## config.mk

```make
export PLATFORM = sky130hd
export DESIGN_NAME = ssd_scan_controller
export DESIGN_NICKNAME = d
export VERILOG_FILES = /design/src/rtl/ssd_scan_controller.sv
export SDC_FILE = /design/constraint.sdc
export NUM_CORES = 1
export LEC_CHECK = 0
export ABC_AREA = 1
export BUFFER_PORTS_ARGS = -buffer_cell sky130_fd_sc_hd__buf_2
export CAP_MARGIN = 20
export CORE_UTILIZATION = 50
export CTS_CLUSTER_SIZE = 14
export DETAILED_ROUTE_END_ITERATION = 12
export GPL_TIMING_DRIVEN = 0
export PLACE_DENSITY = 0.73
export REMOVE_ABC_BUFFERS = 1
export SLEW_MARGIN = 20
export SYNTH_ARGS = -nofsm -noshare
export SYNTH_HDL_FRONTEND = slang
export SYNTH_SLANG_ARGS = --single-unit
```

## constraint.sdc

```tcl
create_clock -name ClkPort -period 2.4 [get_ports ClkPort]
set_clock_uncertainty 0.05 [all_clocks]
set_input_delay 0.48 -clock ClkPort [delete_from_list [all_inputs] [get_ports ClkPort]]
set_output_delay 0.48 -clock ClkPort [all_outputs]
set_load 0.05 [all_outputs]
```

## src/rtl/ssd_scan_controller.sv

```systemverilog
// Eight-digit multiplexed seven-segment scanner with blanking gaps before each digit.
// New display data is staged on load and committed to the shadow registers only at a frame boundary.
module ssd_scan_controller #(
    parameter int DIGIT_TICKS = 100000,
    parameter int BLANK_TICKS = 2000
) (
    input  logic        ClkPort,
    input  logic        Reset,
    input  logic [31:0] value,
    input  logic [7:0]  dp,
    input  logic [7:0]  digit_en,
    input  logic        load,
    output logic        load_ack,
    output logic        frame_start,
    output logic [7:0]  an,
    output logic [7:0]  seg,
    output logic [3:0]  dbg_state
);

    localparam int MAXT = (DIGIT_TICKS > BLANK_TICKS) ? DIGIT_TICKS : BLANK_TICKS;
    localparam int CW   = (MAXT > 1) ? $clog2(MAXT) : 1;
    localparam logic [CW-1:0] BLANK_LAST = CW'(BLANK_TICKS - 1);
    localparam logic [CW-1:0] DIGIT_LAST = CW'(DIGIT_TICKS - 1);

    typedef enum logic {
        BLANK = 1'b0,
        DRIVE = 1'b1
    } scan_state_t;

    scan_state_t     state, nxt_state;
    logic [2:0]      d, nxt_d;
    logic [CW-1:0]   cnt, nxt_cnt;
    logic            boundary;

    logic [31:0]     stg_value, sh_value;
    logic [7:0]      stg_dp, sh_dp;
    logic [7:0]      stg_en, sh_en;
    logic            pending;

    logic [7:0]      nxt_an, nxt_seg;
    logic [3:0]      nib;

    function automatic logic [6:0] hex7(input logic [3:0] n);
        case (n)
            4'h0: hex7 = 7'h40;
            4'h1: hex7 = 7'h79;
            4'h2: hex7 = 7'h24;
            4'h3: hex7 = 7'h30;
            4'h4: hex7 = 7'h19;
            4'h5: hex7 = 7'h12;
            4'h6: hex7 = 7'h02;
            4'h7: hex7 = 7'h78;
            4'h8: hex7 = 7'h00;
            4'h9: hex7 = 7'h10;
            4'hA: hex7 = 7'h08;
            4'hB: hex7 = 7'h03;
            4'hC: hex7 = 7'h46;
            4'hD: hex7 = 7'h21;
            4'hE: hex7 = 7'h06;
            default: hex7 = 7'h0E;
        endcase
    endfunction

    // Scan sequencing: BLANK_TICKS dark cycles, then DIGIT_TICKS drive cycles, per digit.
    always_comb begin
        nxt_state = state;
        nxt_d     = d;
        nxt_cnt   = cnt + 1'b1;
        boundary  = 1'b0;
        case (state)
            BLANK: begin
                if (cnt == BLANK_LAST) begin
                    nxt_state = DRIVE;
                    nxt_cnt   = '0;
                end
            end
            DRIVE: begin
                if (cnt == DIGIT_LAST) begin
                    nxt_state = BLANK;
                    nxt_cnt   = '0;
                    nxt_d     = d + 3'd1;
                    boundary  = (d == 3'd7);
                end
            end
            default: begin
                nxt_state = BLANK;
                nxt_cnt   = '0;
            end
        endcase
    end

    // Outputs are decoded from the next state so the registered pins line up with the FSM.
    // Shadow data never changes on an edge that enters DRIVE, so the current shadow is correct here.
    always_comb begin
        nxt_an  = 8'hFF;
        nxt_seg = 8'hFF;
        nib     = sh_value[{nxt_d, 2'b00} +: 4];
        if (nxt_state == DRIVE && sh_en[nxt_d]) begin
            nxt_an  = ~(8'h01 << nxt_d);
            nxt_seg = {~sh_dp[nxt_d], hex7(nib)};
        end
    end

    always_ff @(posedge ClkPort) begin
        if (Reset) begin
            state       <= BLANK;
            d           <= 3'd0;
            cnt         <= '0;
            an          <= 8'hFF;
            seg         <= 8'hFF;
            load_ack    <= 1'b0;
            frame_start <= 1'b0;
            pending     <= 1'b0;
            stg_value   <= '0;
            stg_dp      <= '0;
            stg_en      <= '0;
            sh_value    <= '0;
            sh_dp       <= '0;
            sh_en       <= '0;
        end else begin
            state       <= nxt_state;
            d           <= nxt_d;
            cnt         <= nxt_cnt;
            an          <= nxt_an;
            seg         <= nxt_seg;
            frame_start <= boundary;
            load_ack    <= boundary && pending;

            if (load) begin
                stg_value <= value;
                stg_dp    <= dp;
                stg_en    <= digit_en;
            end

            // A load landing on the commit edge wins over the older staged data.
            if (boundary && pending) begin
                sh_value <= load ? value    : stg_value;
                sh_dp    <= load ? dp       : stg_dp;
                sh_en    <= load ? digit_en : stg_en;
                pending  <= 1'b0;
            end else if (load) begin
                pending  <= 1'b1;
            end
        end
    end

    assign dbg_state = {state, d};

endmodule

```

==> flow_summary.ini, run 1 <==
[synth]
synth_cells = 796
muxShareOfSynthArea_pct = 0
yosys_register_bits = 136
synth_cell_types = 37
synth.largest_area_cell = dfxtp_1
synth_area_per_cell_um2 = 7.330
synth_compound_area_share_pct = 7.270
synth_area_leaders = dfxtp_1 (47%), nand2_1 (15%), inv_1 (7.4%)
seq_area_frac_synth_pct = 46.67
synth-xor-area-share_pct = 1.051
yosysTopAreaCellShare_pct = 46.67
yosys_warnings = 0
yosys.area_share.simple_pct = 31.70
netlist_area_um2 = 5834
synth_top_family_by_area = simple AND/OR/NAND/NOR gates
synth_fa_ha_area_share_pct = 1.930

[global_routing]
grt_pass1_vias = 4818
grt_util_all_layers_pct = 25.36
antenna_found_initial = 0
grt_pass1_wl_um = 22870
grt_start_max_net_pins = 50
overflow = 0

[clock_tree]
cts-root-buf = clkbuf_16
clkSlewWorstSetupHoldPaths_ps = 60
clockBufferDepth = 2
numCtsBuffers = 17
cts_tree = done
clkLatencyLatePin_ps = 430
cts-htree-levels = 4
cts_sinks = 136

[sta]
post-route-min-period_ps = 2469
fin_ws_ps = -69.20
worst_slew_pin_slew_ps = 1077
whs_ps = 284.5
finalHoldViolations = 0
post-route-period-util_pct = 102.9
rsz0062_at_grt = true
setup_viol_count_final = 5
clock.fmax_mhz = 405.0
slew_viol_final = 0
slew_headroom_pct = 27.91

[route]
drc = 0
wl_per_cell_um = 14.38
drt_wl_total_um = 15060
avgViaCountPerCell = 5.135
vias = 5376
drt-initial-drc-count = 435
first_pass_iters = 7
antenna_left = 0

[pwr]
power_per_cell_area_nw_per_um2 = 712.6
leakagePower_nw = 3.462
clkPwrFrac_pct = 52.4
swShare_pct = 21.98
internal-power_mw = 4.201
p_sw_mw = 1.184
pwr-share-comb_pct = 4.3
ir_worst_vdd_mv = 0.6083
seqPwrFrac_pct = 43.3

[worst_setup_path]
cpMostUsedCell = nand3_4
worstPathRequired_ps = 2660
cpMaxStageDelayCell = dfxtp_2
end_kind = register
crit_fanout = 6
worstPathCellList = ha_4 -> nand3_4 -> nor2_4 -> nand3_4 -> o21ai_4 -> buf_6 -> nand2_2 -> nand3_4 -> nand2_4 -> buf_6 -> ha_4 -> nand2_1 -> nand3_2 -> nand3_2
arrival_ps = 2730
path_delay_family = simple AND/OR/NAND/NOR gates
slowest_delay_ps = 350
cp-start-kind = register
crit_type = register to register
path_buf_inv = 2

[floorplan]
rows = 39
num_io_pins = 73
die_h_um = 110.0
start_util_pct = 51.10
dieArea_um2 = 12100
coreArea_um2 = 11420
fp.dieW_um = 110.0

[finish]
instances_no_fill = 1047
area_delta_synth_final_pct = 29.51
drive_gt1_share_pct = 25.22
utilization_pct = 66.17
diodes = 0
nets = 951

[placed_design]
port_buffers = 72
gp_congestion = 0.8752
dp_cells = 974
place_hpwl_um = 7966

[status]
status = finished with violations
violations = negative setup slack

[job]
maxCapViolations = 0

[hold_path]
hold_class = input port to register
## logic make-up (layout without fill, tap and decap cells)
family                     count (synthesis)  count (layout)
AOI/OAI and AO/OA                         68              68
DFF                                      136             136
and+or+nand+nor                          416             419
xor gates and xnor gates                   7               7
adders and majority gates                  9               9
buffers and inverters                    160             265
## metrics by stage
step,cell area [um^2],power (mW),setup slack [ps],setup TNS [ps]
after global routing,7556,5.552,-169.7,-1418
final,7556,5.385,-69.20,-172.6
after global placement,6167,2.593,-2732,-148680
after floorplan,5628,2.497,-1303,-55630
after detailed placement,6202,2.600,-965.4,-36710
after CTS,7244,5.408,3.547,0
## cell usage in the layout, fill, tap and decap left out, types with 7 or more instances in the layout
cell / Yosys / layout
nand2_1: 226 / 216
dfxtp_1: 136 / 130
inv_1: 115 / 110
buf_2: 6 / 72
nor2_1: 64 / 62
nand3_1: 69 / 50
o22ai_1: 37 / 37
buf_4: 2 / 27
nor3_1: 24 / 24
nand3_2: 4 / 19
o21ai_0: 19 / 19
clkbuf_16: 0 / 18
nand2_2: 9 / 14
buf_6: 5 / 7
## registers in the layout, summed over array words and instances, names as in the netlist
signal       flops
sh_en            8
sh_value        32
an               8
stg_dp           8
state            1
frame_start      1
stg_value       32
load_ack         1
pending          1
sh_dp            8
d                3
seg              8
cnt             17
stg_en           8
## path summary, 6_finish.rpt
kind | startpoint | to | slack (ps) | cells past startpoint
worst max-delay path | cnt[0]$_SDFF_PP0_ | seg[3]$_SDFF_PP1_ | -70 | 14
worst max register to register | cnt[0]$_SDFF_PP0_ | seg[3]$_SDFF_PP1_ | -70 | 14
worst min-delay path | value[27] | stg_value[27]$_SDFF_PP0_ | 280 | 3
worst min register to register | sh_dp[1]$_SDFFE_PP0P_ | sh_dp[1]$_SDFFE_PP0P_ | 420 | 2
## per-layer routing
metal,GRT usage (%),vias to the layer above,wire length (um)
met4,11.05,0,334
met2,40.54,180,6966
met1,31.75,2460,6683
met3,7.349,33,1073
met5,0,-,0
li1,-,2703,-
## worst register-to-register path: stages (launching register included)
cell and delay (ps):
dfxtp_2 350, ha_4 160, nand3_4 90, nor2_4 170, nand3_4 170, o21ai_4 300, buf_6 190, nand2_2 80
nand3_4 100, nand2_4 90, buf_6 130, ha_4 260, nand2_1 60, nand3_2 70, nand3_2 80
## repair_timing
action                                  CTS  global route
pin swaps                                17            24
setup buffers                            28             9
hold buffers                              0             0
endpoints found under the setup margin   53            18
gates cloned                              2             2
gates resized for setup                  32            47
## power by group through the flow
stage / clock network [mW] / logic (mW) / registers (mW)
2_1_floorplan: 0 / 0.125 / 2.37
3_3_place_gp: 0 / 0.219 / 2.37
3_5_place_dp: 0 / 0.224 / 2.38
4_1_cts: 2.84 / 0.233 / 2.33
5_1_grt: 2.95 / 0.268 / 2.34
6_report: 2.82 / 0.232 / 2.33
## cells in the mapped netlist (all sizes together)
cell type and n:
xor2 5, inv 122, nor3b 2, dfxtp 136, nand2 238, xnor2 2, o211ai 2, o22ai 37
nor4 4, or2 1, nand4 3, nor4b 1, buf 24, nand3 74, nor3 25, a211oi 1
clkbuf 14, a221oi 2, o21ai 23, a21oi 3, ha 9, nor2 68
## layout make-up
class,count,area [um^2]
fillers,939,3862
multi-input cells,503,2779
flip-flops and latches,136,2730
repair buffers,111,747.0
inverters,122,475.5
clock buffers,19,452.9
clock inverters,13,192.7
well taps,143,178.9
(Power assumes the default switching activity.)
==> run 2: changes to the inputs <==
--- a/config.mk
+++ b/config.mk
@@ -8,11 +8,11 @@
 export ABC_AREA = 1
 export BUFFER_PORTS_ARGS = -buffer_cell sky130_fd_sc_hd__buf_2
 export CAP_MARGIN = 20
-export CORE_UTILIZATION = 50
+export CORE_UTILIZATION = 55
 export CTS_CLUSTER_SIZE = 14
 export DETAILED_ROUTE_END_ITERATION = 12
 export GPL_TIMING_DRIVEN = 0
-export PLACE_DENSITY = 0.73
+export PLACE_DENSITY = 0.76
 export REMOVE_ABC_BUFFERS = 1
 export SLEW_MARGIN = 20
 export SYNTH_ARGS = -nofsm -noshare
==> constraint.sdc (replaced) <==
create_clock -name ClkPort -period 2.5 [get_ports ClkPort]
set_clock_uncertainty 0.05 [all_clocks]
set_input_delay 0.5 -clock ClkPort [delete_from_list [all_inputs] [get_ports ClkPort]]
set_output_delay 0.5 -clock ClkPort [all_outputs]
set_load 0.05 [all_outputs]
==> flow_summary.ini, run 2 (synthesis results as in run 1) <==
[status]
status = finished with violations
violations = negative setup slack

[global_routing]
grt_pass1_wl_um = 23480
grt_util_all_layers_pct = 27.05
grt_start_max_net_pins = 50
antenna_found_initial = 0
overflow = 0
grt_pass1_vias = 5037

[pwr]
totalPowerFinal_mw = 4.936
leakagePower_nw = 3.446
ir_worst_vdd_mv = 0.3467
power_per_cell_area_nw_per_um2 = 641.9

[sta]
rsz0062_at_grt = true
post-route-min-period_ps = 2618
clock.fmax_mhz = 382.0
whs_ps = 218.2
slew_headroom_pct = 31.12
fin_ws_ps = -117.8
finalHoldViolations = 0
worst_slew_pin_slew_ps = 1029
slew_viol_final = 0
setup_viol_count_final = 15
post-route-period-util_pct = 104.7

[placed_design]
place_hpwl_um = 8348
gp_congestion = 0.8991
port_buffers = 72
dpl_cell_area_um2 = 6201
dp_cells = 967

[floorplan]
fp.dieW_um = 105.0
rows = 37
coreArea_um2 = 10320
start_util_pct = 56.51
num_io_pins = 73
dieArea_um2 = 11020
die_h_um = 105.0

[finish]
nets = 956
final_common_cell = nand2_1
instances_no_fill = 1045
top_regs = sh_value x32, stg_value x32, cnt x17
final_cell_mix = nand2_1 (202), dfxtp_1 (132), inv_1 (109), buf_2 (72), nor2_1 (61)
area_delta_synth_final_pct = 31.78
drive_gt1_share_pct = 27.94
design_area_um2 = 7689
diodes = 0
fill_cells = 665

[worst_setup_path]
cp-start-kind = register
arrival_ps = 2980
end_kind = register
crit_type = register to register
crit_fanout = 6
worstPathRequired_ps = 2860

[clock_tree]
clkSlewWorstSetupHoldPaths_ps = 70
clockBufferDepth = 2
cts-root-buf = clkbuf_8
cts_sinks = 136
numCtsBuffers = 17
cts-htree-levels = 4
hold_buffers = 0
clkLatencyLatePin_ps = 530
cts_tree = done

[route]
drt-initial-drc-count = 587
antenna_left = 0
wl_per_cell_um = 17.54
drt_wl_total_um = 18330
avgViaCountPerCell = 5.669
drc = 0
vias = 5924
first_pass_iters = 8

[job]
maxCapViolations = 0

[hold_path]
hold_class = input port to register
## run 2: report_power, final
group          total (mW)  switching [mW]  internal (mW)
combinational       0.238           0.152         0.0862
clock                2.46           0.997           1.46
sequential           2.24          0.0217           2.22
total                4.94            1.17           3.77
## run 2: final cells by class
class                   count  area, um^2  share of cell area (%)
inverters                 122       474.2                   6.168
multi-input cells         505        2944                   38.29
repair buffers            114       794.5                   10.33
clock buffers              20       435.4                   5.663
well taps                 136       170.2                   2.213
flip-flops and latches    136        2728                   35.48
clock inverters            12       142.6                   1.855
## run 2: metal layers
metal	GRT usage, %	wire [um]	part of all wire (%)	up-vias
met1	32.80	6865	37	2739
met4	11.47	1116	6.1	0
met5	0	0	0	-
met2	46.17	8648	47	358
met3	5.926	1698	9.3	119
li1	-	-	-	2708
## run 2: path summary, 6_finish.rpt
path / start / endpoint / slack, ps / cells past startpoint
setup / recovery: cnt[0]$_SDFF_PP0_ / seg[3]$_SDFF_PP1_ / -120 / 15
hold / removal: value[24] / stg_value[24]$_SDFF_PP0_ / 220 / 3
setup reg to reg: cnt[0]$_SDFF_PP0_ / seg[3]$_SDFF_PP1_ / -120 / 15
hold reg to reg: sh_value[3]$_SDFFE_PP0P_ / sh_value[3]$_SDFFE_PP0P_ / 430 / 2
## run 2: what timing repair did
item | in CTS | in global routing
setup endpoints to repair | 52 | 19
gates resized for setup | 31 | 80
pin swaps | 14 | 34
gates cloned | 2 | 5
buffers inserted | 24 | 15
## run 2: metrics by stage
stage / util (%) / setup TNS [ps] / worst slack (ps)
6_report: 74.48 / -1257 / -117.8
2_1_floorplan: - / -49500 / -1203
3_3_place_gp: 59.65 / -115100 / -2293
5_1_grt: 74.48 / -2920 / -222.2
4_1_cts: 68.86 / 0 / 1.144
3_5_place_dp: 60.07 / -25820 / -724.3
## run 2: worst max-delay path, stage by stage, from the launching register on
cell	delay, ps
dfxtp_2	350
ha_4	160
nand3_4	90
nor2_4	200
nand3_4	180
o21ai_4	290
clkinv_4	160
nand2_2	110
nand3_2	120
nand2_4	160
inv_4	70
ha_4	180
inv_2	70
nand3_2	110
nand3_2	110
nand3_2	90
